File: config.mk
export PLATFORM = sky130hd
export DESIGN_NAME = permutation_round_ctrl
export DESIGN_NICKNAME = d
export VERILOG_FILES = /design/src/rtl/permutation_round_ctrl.sv
export SDC_FILE = /design/constraint.sdc
export NUM_CORES = 1
export LEC_CHECK = 0
export ABC_CLOCK_PERIOD_IN_PS = 2300
export CORE_AREA = 4 4 495 497
export DETAILED_ROUTE_END_ITERATION = 7
export DIE_AREA = 0 0 499 501
export HOLD_SLACK_MARGIN = 0.05
export SYNTH_ARGS = -nofsm -noshare
export SYNTH_HDL_FRONTEND = slang
export SYNTH_SLANG_ARGS = --single-unit
File: constraint.sdc
create_clock -name clock_i -period 2.3 [get_ports clock_i]
set_input_delay 0.23 -clock clock_i [delete_from_list [all_inputs] [get_ports clock_i]]
set_output_delay 0.23 -clock clock_i [all_outputs]
set_load 0.1 [all_outputs]
File: src/rtl/permutation_round_ctrl.sv
// Iteration controller and state register for the ASCON permutation.
// Ports:
//   clock_i        system clock, rising edge
//   reset_i        synchronous reset, active high
//   start_i        start request, sampled in IDLE only
//   rounds_sel_i   0 = p12, 1 = p6, sampled with start_i
//   state_init_i   initial 320-bit state, sampled with start_i
//   round_state_o  state register, to the constant-addition stage
//   round_o        round index, to the constant-addition stage
//   round_state_i  round datapath result
//   state_o        permutation result (state register)
//   busy_o         high while rounds are being applied
//   done_o         one-cycle pulse when state_o holds the final result
module permutation_round_ctrl #(
  parameter int unsigned NB_ROUNDS_FULL  = 12,
  parameter int unsigned NB_ROUNDS_SHORT = 6
) (
  input  logic         clock_i,
  input  logic         reset_i,
  input  logic         start_i,
  input  logic         rounds_sel_i,
  input  logic [319:0] state_init_i,
  output logic [319:0] round_state_o,
  output logic [3:0]   round_o,
  input  logic [319:0] round_state_i,
  output logic [319:0] state_o,
  output logic         busy_o,
  output logic         done_o
);

  localparam logic [3:0] LAST_ROUND  = 4'(NB_ROUNDS_FULL - 1);
  localparam logic [3:0] FIRST_SHORT = 4'(NB_ROUNDS_FULL - NB_ROUNDS_SHORT);

  typedef enum logic [1:0] {
    ST_IDLE,
    ST_RUN,
    ST_DONE
  } state_t;

  state_t         r_fsm;
  state_t         w_fsm_next;
  logic [319:0]   r_state_reg;
  logic [319:0]   w_state_next;
  logic [3:0]     r_round_cnt;
  logic [3:0]     w_cnt_next;
  logic           w_busy;
  logic           w_done;

  always_ff @(posedge clock_i) begin
    if (reset_i) begin
      r_fsm       <= ST_IDLE;
      r_state_reg <= '0;
      r_round_cnt <= '0;
    end else begin
      r_fsm       <= w_fsm_next;
      r_state_reg <= w_state_next;
      r_round_cnt <= w_cnt_next;
    end
  end

  always_comb begin
    w_fsm_next   = r_fsm;
    w_state_next = r_state_reg;
    w_cnt_next   = r_round_cnt;
    w_busy       = 1'b0;
    w_done       = 1'b0;
    case (r_fsm)
      ST_IDLE: begin
        if (start_i) begin
          w_state_next = state_init_i;
          w_cnt_next   = rounds_sel_i ? FIRST_SHORT : '0;
          w_fsm_next   = ST_RUN;
        end
      end
      ST_RUN: begin
        w_busy       = 1'b1;
        w_state_next = round_state_i;
        if (r_round_cnt == LAST_ROUND) begin
          w_cnt_next = '0;
          w_fsm_next = ST_DONE;
        end else begin
          w_cnt_next = r_round_cnt + 4'd1;
        end
      end
      ST_DONE: begin
        // start_i is deliberately not looked at here; a start in this cycle is lost
        w_done     = 1'b1;
        w_fsm_next = ST_IDLE;
      end
      default: begin
        w_fsm_next = ST_IDLE;
      end
    endcase
  end

  assign round_state_o = r_state_reg;
  assign state_o       = r_state_reg;
  assign round_o       = r_round_cnt;
  assign busy_o        = w_busy;
  assign done_o        = w_done;

endmodule
==> flow_metrics.env, run 1 <==
export IMPL_cpLargestDelayFamily="flip-flops"
export IMPL_start_util_pct=7.227
export IMPL_skew_ns=0.03451
export IMPL_grt_overflow_total=0
export IMPL_leakagePower_nw=12.53
export IMPL_synthCells=2136
export IMPL_place_hpwl_um=182400
export IMPL_cts_tree="built"
export IMPL_vias=20790
export IMPL_rows=180
export IMPL_slew_viol_final=0
export IMPL_maxSlewHeadroom_pct=45.15
export IMPL_wl_um=208000
export IMPL_crit_required_ns=2.07
export IMPL_die_y_um=501
export IMPL_syn_area_mm2=0.01737
export IMPL_core_mm2=0.2403
export IMPL_via_per_inst=3.263
export IMPL_synth_edf_count=0
export IMPL_ys_seq_elements=326
export IMPL_cts_root_buffer="clkbuf_16"
export IMPL_synth_area_leader_cell="dfxtp_1"
export IMPL_path_class="reg2out"
export IMPL_synthDistinctLibCells=29
export IMPL_synth_seq_area_share_pct=37.58
export IMPL_critPathBufInv=1
export IMPL_cts_buffers=49
export IMPL_nets=3765
export IMPL_multi_input_area_mm2=0.007252
export IMPL_grt_pass1_wl_um=252500
export IMPL_wl_per_cell_um=32.63
export IMPL_synth_common_cells="buf_4 (360), dfxtp_1 (326), a21oi_1 (323), nor2_1 (322), nand2_1 (321)"
export IMPL_finalHoldViolations=0
export IMPL_seq_area_mm2=0.006528
export IMPL_power_switching_mw=14.68
export IMPL_p_per_area_mw_per_mm2=881.0
export IMPL_cts_sinks=326
export IMPL_period_needed_ns=2.180
export IMPL_worst_path_max_fanout=3
export IMPL_synth_top_area_share_pct=37.58
export IMPL_io_buffers=1289
export IMPL_drv_cap=0
export IMPL_drive_above_1_share_pct=29.78
export IMPL_grt_total_usage_pct=15.79
export IMPL_clk_path_buf_depth=3
export IMPL_h_tree_depth=2
export IMPL_min_path_type="in2reg"
export IMPL_yosysWarnings=0
export IMPL_ys_flop_type="dfxtp_1"
export IMPL_status="finished clean"
export IMPL_endpoint_kind="output port"
export IMPL_p_int_mw=13.88
export IMPL_switching_share_pct=51.41
export IMPL_setup_violations=0
export IMPL_gp_congestion=0.9324
export IMPL_tightest_slew_ns=0.8285
export IMPL_timing_fmax_ghz=0.4587
export IMPL_die_w_um=499
export IMPL_ir_drop_mv=0.5508
export IMPL_post_synth_cell_area_avg_um2=8.130
export IMPL_async_reset_ff_share_pct=0
export IMPL_grt_max_degree=92
export IMPL_cp_cell_sequence="buf_4"
export IMPL_p_seq_share_pct=24.0
export IMPL_pwr_share_clk_pct=28.3
export IMPL_pin_count=1290
export IMPL_netlist_top_cells_area="dfxtp_1 (38%), buf_4 (16%), a21oi_1 (9.3%), a211oi_2 (9.1%), a211oi_1 (8.3%)"
export IMPL_first_pass_iters=5
export IMPL_design_area_mm2=0.03242
export IMPL_antenna_found_initial=190
export IMPL_grt_pass1_vias=20480
export IMPL_ant_nets=0
export IMPL_p_comb_share_pct=47.7
export IMPL_synth_most_common_cell="buf_4"
export IMPL_start_kind="flip-flop"
export IMPL_drt_iter0_markers=1460
export IMPL_fin_crit_sh_pct=94.78
export IMPL_slowest_stage="dfxtp_1"
export IMPL_fillers=27430
export IMPL_rsz0062_at_grt="no"
export IMPL_drc=0
export IMPL_placed_cell_area_mm2=0.03004
export IMPL_syn_nets=2781
export IMPL_setup_tns_ns=0
export IMPL_area_delta_synth_final_pct=86.69
export IMPL_path_clk_slew_ns=0.06
export IMPL_critPathMaxStageDelay_ns=0.85
export IMPL_arrival_ns=1.95
export IMPL_clk_latency_ns=0.66
export IMPL_die_area_mm2=0.2500
==> through the flow <==
step,cells,power [mW],util (%),hold slack [ns],setup WS (ns)
CTS,6341,29.16,13.46,0.05009,0.05978
global placement,6188,20.63,12.50,0.4904,0.05404
finish,6373,28.56,13.49,0.1244,0.1201
detailed placement,6188,20.65,12.50,0.5084,0.02919
global route,6356,29.52,13.47,0.09094,0.08903
floorplan,2136,16.38,-,0.3710,0.3128
==> final timing paths <==
path              cells after the start            endpoint               start  slack (ns)
setup / recovery                      1        state_o[319]  round_state_o[319]        0.12
hold / removal                        3  round_state_o[259]  round_state_i[259]        0.12
setup reg to reg                      6  round_state_o[164]            r_fsm[1]        0.24
hold reg to reg                       2  round_state_o[296]  round_state_o[296]        0.51
==> state kept, by name (all words and copies together) (netlist names) <==
name           cells
r_fsm              2
round_o            4
round_state_o    320
==> power groups by stage <==
stage | clock network, mW | registers, mW | logic, mW
after floorplan | 0 | 10.3 | 6.06
after CTS | 8.46 | 6.87 | 13.8
after global placement | 0 | 6.95 | 13.7
after global routing | 8.54 | 6.92 | 14.1
final | 8.07 | 6.87 | 13.6
after detailed placement | 0 | 6.98 | 13.7
==> cell usage in the layout (no fill, tap or decap), drive strengths merged, types with 2 or more instances in the layout <==
cell,synthesis,layout
or3b,2,2
buf,470,726
inv,1,7
a211oi,320,320
nor3b,2,2
dfxtp,326,326
a21oi,323,323
nor2,322,322
clkbuf,30,68
nor2b,2,2
or3,2,2
clkdlybuf4s50,0,642
clkinvlp,0,3
nand2b,3,3
clkinv,1,10
dlygate4sd3,0,62
diode,0,32
nor3,2,2
bufinv,0,4
nand2,321,321
==> layout make-up <==
cell class	count	area share (%)
tap	3185	12.29
multi-input combinational	1308	22.37
inverter	2	0.07333
timing repair buffer	1430	39.73
clock inverter	19	0.7603
timing repair inverter	3	0.08104
antenna	32	0.2470
clock buffer	68	4.315
sequential	326	20.13
==> worst reg2reg max path, cell delays in order, from the launching register on <==
cell and delay, ns:
dfxtp_1 0.33, nand2b_4 0.19, buf_4 0.34, buf_4 0.33
buf_6 0.33, a21oi_1 0.16, a211oi_1 0.26
==> cells by family (layout without fill, tap and decap cells) <==
kind of cell    Yosys count  in the layout  share of synthesized area (%)
compound gates          649            649                          27.09
fa+ha+maj                 1              1                        0.07203
buf+inv                 502           1522                          20.74
flops                   326            326                          37.58
other cells               0             32                              0
simple gates            658            658                          14.52
==> what timing repair did <==
item | in CTS | in global routing
hold buffers | 62 | 0
setup endpoints to repair | 1 | 3
gates cloned | 3 | 0
resized for setup | 1 | 1
buffers inserted | 1 | 0
hold endpoints to repair | 80 | 0
==> metal layers <==
metal	part of all wire [%]	global-route usage, %	up-vias
met3	15	10.98	393
met2	44	24.91	1239
met1	36	16.81	10000
met4	3.5	4.834	160
li1	-	-	8996
met5	0.49	0	-
Note: power is estimated with default switching activity, not from simulation.
==> run 2, diff against run 1 <==
--- a/config.mk
+++ b/config.mk
@@ -10,6 +10,7 @@
 export DETAILED_ROUTE_END_ITERATION = 7
 export DIE_AREA = 0 0 499 501
 export HOLD_SLACK_MARGIN = 0.05
+export REMOVE_ABC_BUFFERS = 1
 export SYNTH_ARGS = -nofsm -noshare
 export SYNTH_HDL_FRONTEND = slang
 export SYNTH_SLANG_ARGS = --single-unit
==> flow_metrics.env, run 2 (synthesis results as in run 1) <==
export IMPL_status="finished clean"
export IMPL_critPathBufInv=3
export IMPL_place_hpwl_um=211500
export IMPL_rows=180
export IMPL_die_w_um=499
export IMPL_cp_depth=4
export IMPL_start_kind="flip-flop"
export IMPL_die_y_um=501
export IMPL_worst_path_max_fanout=35
export IMPL_pin_count=1290
export IMPL_grt_pass1_vias=20910
export IMPL_antenna_found_initial=261
export IMPL_crit_path_start="r_fsm[1]"
export IMPL_cts_root_buffer="clkbuf_16"
export IMPL_wl_um=233600
export IMPL_reg2reg_from="r_fsm[1]"
export IMPL_slowest_stage="dfxtp_2"
export IMPL_fillers=27440
export IMPL_cts_buffers=48
export IMPL_finalPower_mw=29.13
export IMPL_hold_depth=3
export IMPL_clk_path_buf_depth=3
export IMPL_timing_fmax_ghz=0.4741
export IMPL_final_common_cell="buf_4"
export IMPL_cpLargestDelayFamily="flip-flops"
export IMPL_drv_cap=0
export IMPL_first_pass_iters=5
export IMPL_drc=0
export IMPL_slew_viol_final=0
export IMPL_maxSlewHeadroom_pct=45.86
export IMPL_setup_ws_ns=0.1905
export IMPL_wl_per_cell_um=36.46
export IMPL_start_util_pct=7.227
export IMPL_cts_sinks=326
export IMPL_grt_overflow_total=0
export IMPL_path_class="reg2out"
export IMPL_dp_slack_ns=0.08342
export IMPL_tightest_slew_ns=0.8177
export IMPL_min_path_type="in2reg"
export IMPL_hp_start="round_state_i[311]"
export IMPL_cpMostUsedCell="buf_12"
export IMPL_nets=3766
export IMPL_finalHoldViolations=0
export IMPL_ir_drop_mv=0.6230
export IMPL_grt_pass1_wl_um=278900
export IMPL_via_per_inst=3.351
export IMPL_skew_ns=0.04071
export IMPL_setup_tns_ns=0
export IMPL_grt_total_usage_pct=17.78
export IMPL_path_clk_slew_ns=0.06
export IMPL_leakagePower_nw=12.63
export IMPL_drive_above_1_share_pct=30.59
export IMPL_p_per_area_mw_per_mm2=892.9
export IMPL_endpoint_kind="output port"
export IMPL_multi_input_area_mm2=0.007252
export IMPL_area_delta_synth_final_pct=87.82
export IMPL_arrival_ns=1.88
export IMPL_fin_crit_sh_pct=91.72
export IMPL_h_tree_depth=2
export IMPL_core_mm2=0.2403
export IMPL_io_buffers=1289
export IMPL_gp_congestion=0.9412
export IMPL_setup_violations=0
export IMPL_clk_latency_ns=0.69
export IMPL_drt_iter0_markers=1694
export IMPL_largest_reg_flops=320
export IMPL_vias=21470
export IMPL_period_needed_ns=2.109
export IMPL_seq_area_mm2=0.006529
export IMPL_critPathMaxStageDelay_ns=0.47
export IMPL_crit_required_ns=2.07
export IMPL_die_area_mm2=0.2500
export IMPL_grt_max_degree=60
export IMPL_rsz0062_at_grt="no"
export IMPL_final_cell_mix="buf_4 (679), clkdlybuf4s50_1 (642), dfxtp_1 (324)"
export IMPL_cp_cell_sequence="nand2b_4 -> inv_16 -> buf_12 -> buf_12"
export IMPL_whs_ns=0.1315
export IMPL_ant_nets=0
export IMPL_r2r_cells=6
export IMPL_cts_tree="built"
export IMPL_utilization_pct=13.57
run 2: cell count changes in the layout (fill, tap and decap cells not counted), moves of 6 or more:
cell	change
dlygate4sd3_1	-15
buf_4	+10
buf_12	+8
clkbuf_1	-6
clkinv_2	+7
diode_2	+29
run 2: worst paths after layout:
path	to	slack, ns
worst min-delay path	round_state_o[311]	0.13
worst max-delay path	busy_o	0.19
worst max register to register	round_state_o[259]	0.19
worst min register to register	round_state_o[22]	0.52
run 2: power breakdown:
| group | switching (mW) | internal [mW] | total, mW | leakage, nW |
|---|---|---|---|---|
| Combinational | 11.0 | 3.06 | 14.0 | 9.07 |
| Clock | 3.42 | 4.92 | 8.34 | 0.848 |
| Sequential | 0.576 | 6.17 | 6.75 | 2.71 |
run 2: stage by stage:
step | instances | instance area, µm²
floorplan | 1636 | 13770
global placement | 6206 | 30270
detailed placement | 6206 | 30270
CTS | 6346 | 32460
global route | 6364 | 32510
finish | 6407 | 32620
run 2: layout make-up:
cell class,count,share of cell area [%]
sequential,326,20.02
multi-input combinational,1308,22.23
clock buffer,60,4.101
timing repair buffer,1435,39.78
antenna,61,0.4680
clock inverter,30,1.109
tap,3185,12.22
inverter,2,0.07288
run 2: repair_timing:
action	in CTS	in global routing
gates resized for setup	2	1
endpoints found under the setup margin	1	1
hold buffers	47	0
hold endpoints to repair	53	0
buffers inserted	3	0
run 2: per-layer routing:
| layer | up-vias | GRT usage [%] | wire length [µm] |
|---|---|---|---|
| li1 | 9072 | - | - |
| met1 | 10070 | 16.84 | 77410 |
| met2 | 1539 | 27.93 | 101100 |
| met3 | 578 | 15.80 | 44290 |
| met4 | 218 | 5.731 | 9293 |
| met5 | - | 0 | 1492 |
run 2: worst min-delay path: cells and delay by family:
family / cells / cell delay (ns)
compound gates: 1 / 0.05
buf+inv: 1 / 0.39
simple gates: 1 / 0.05
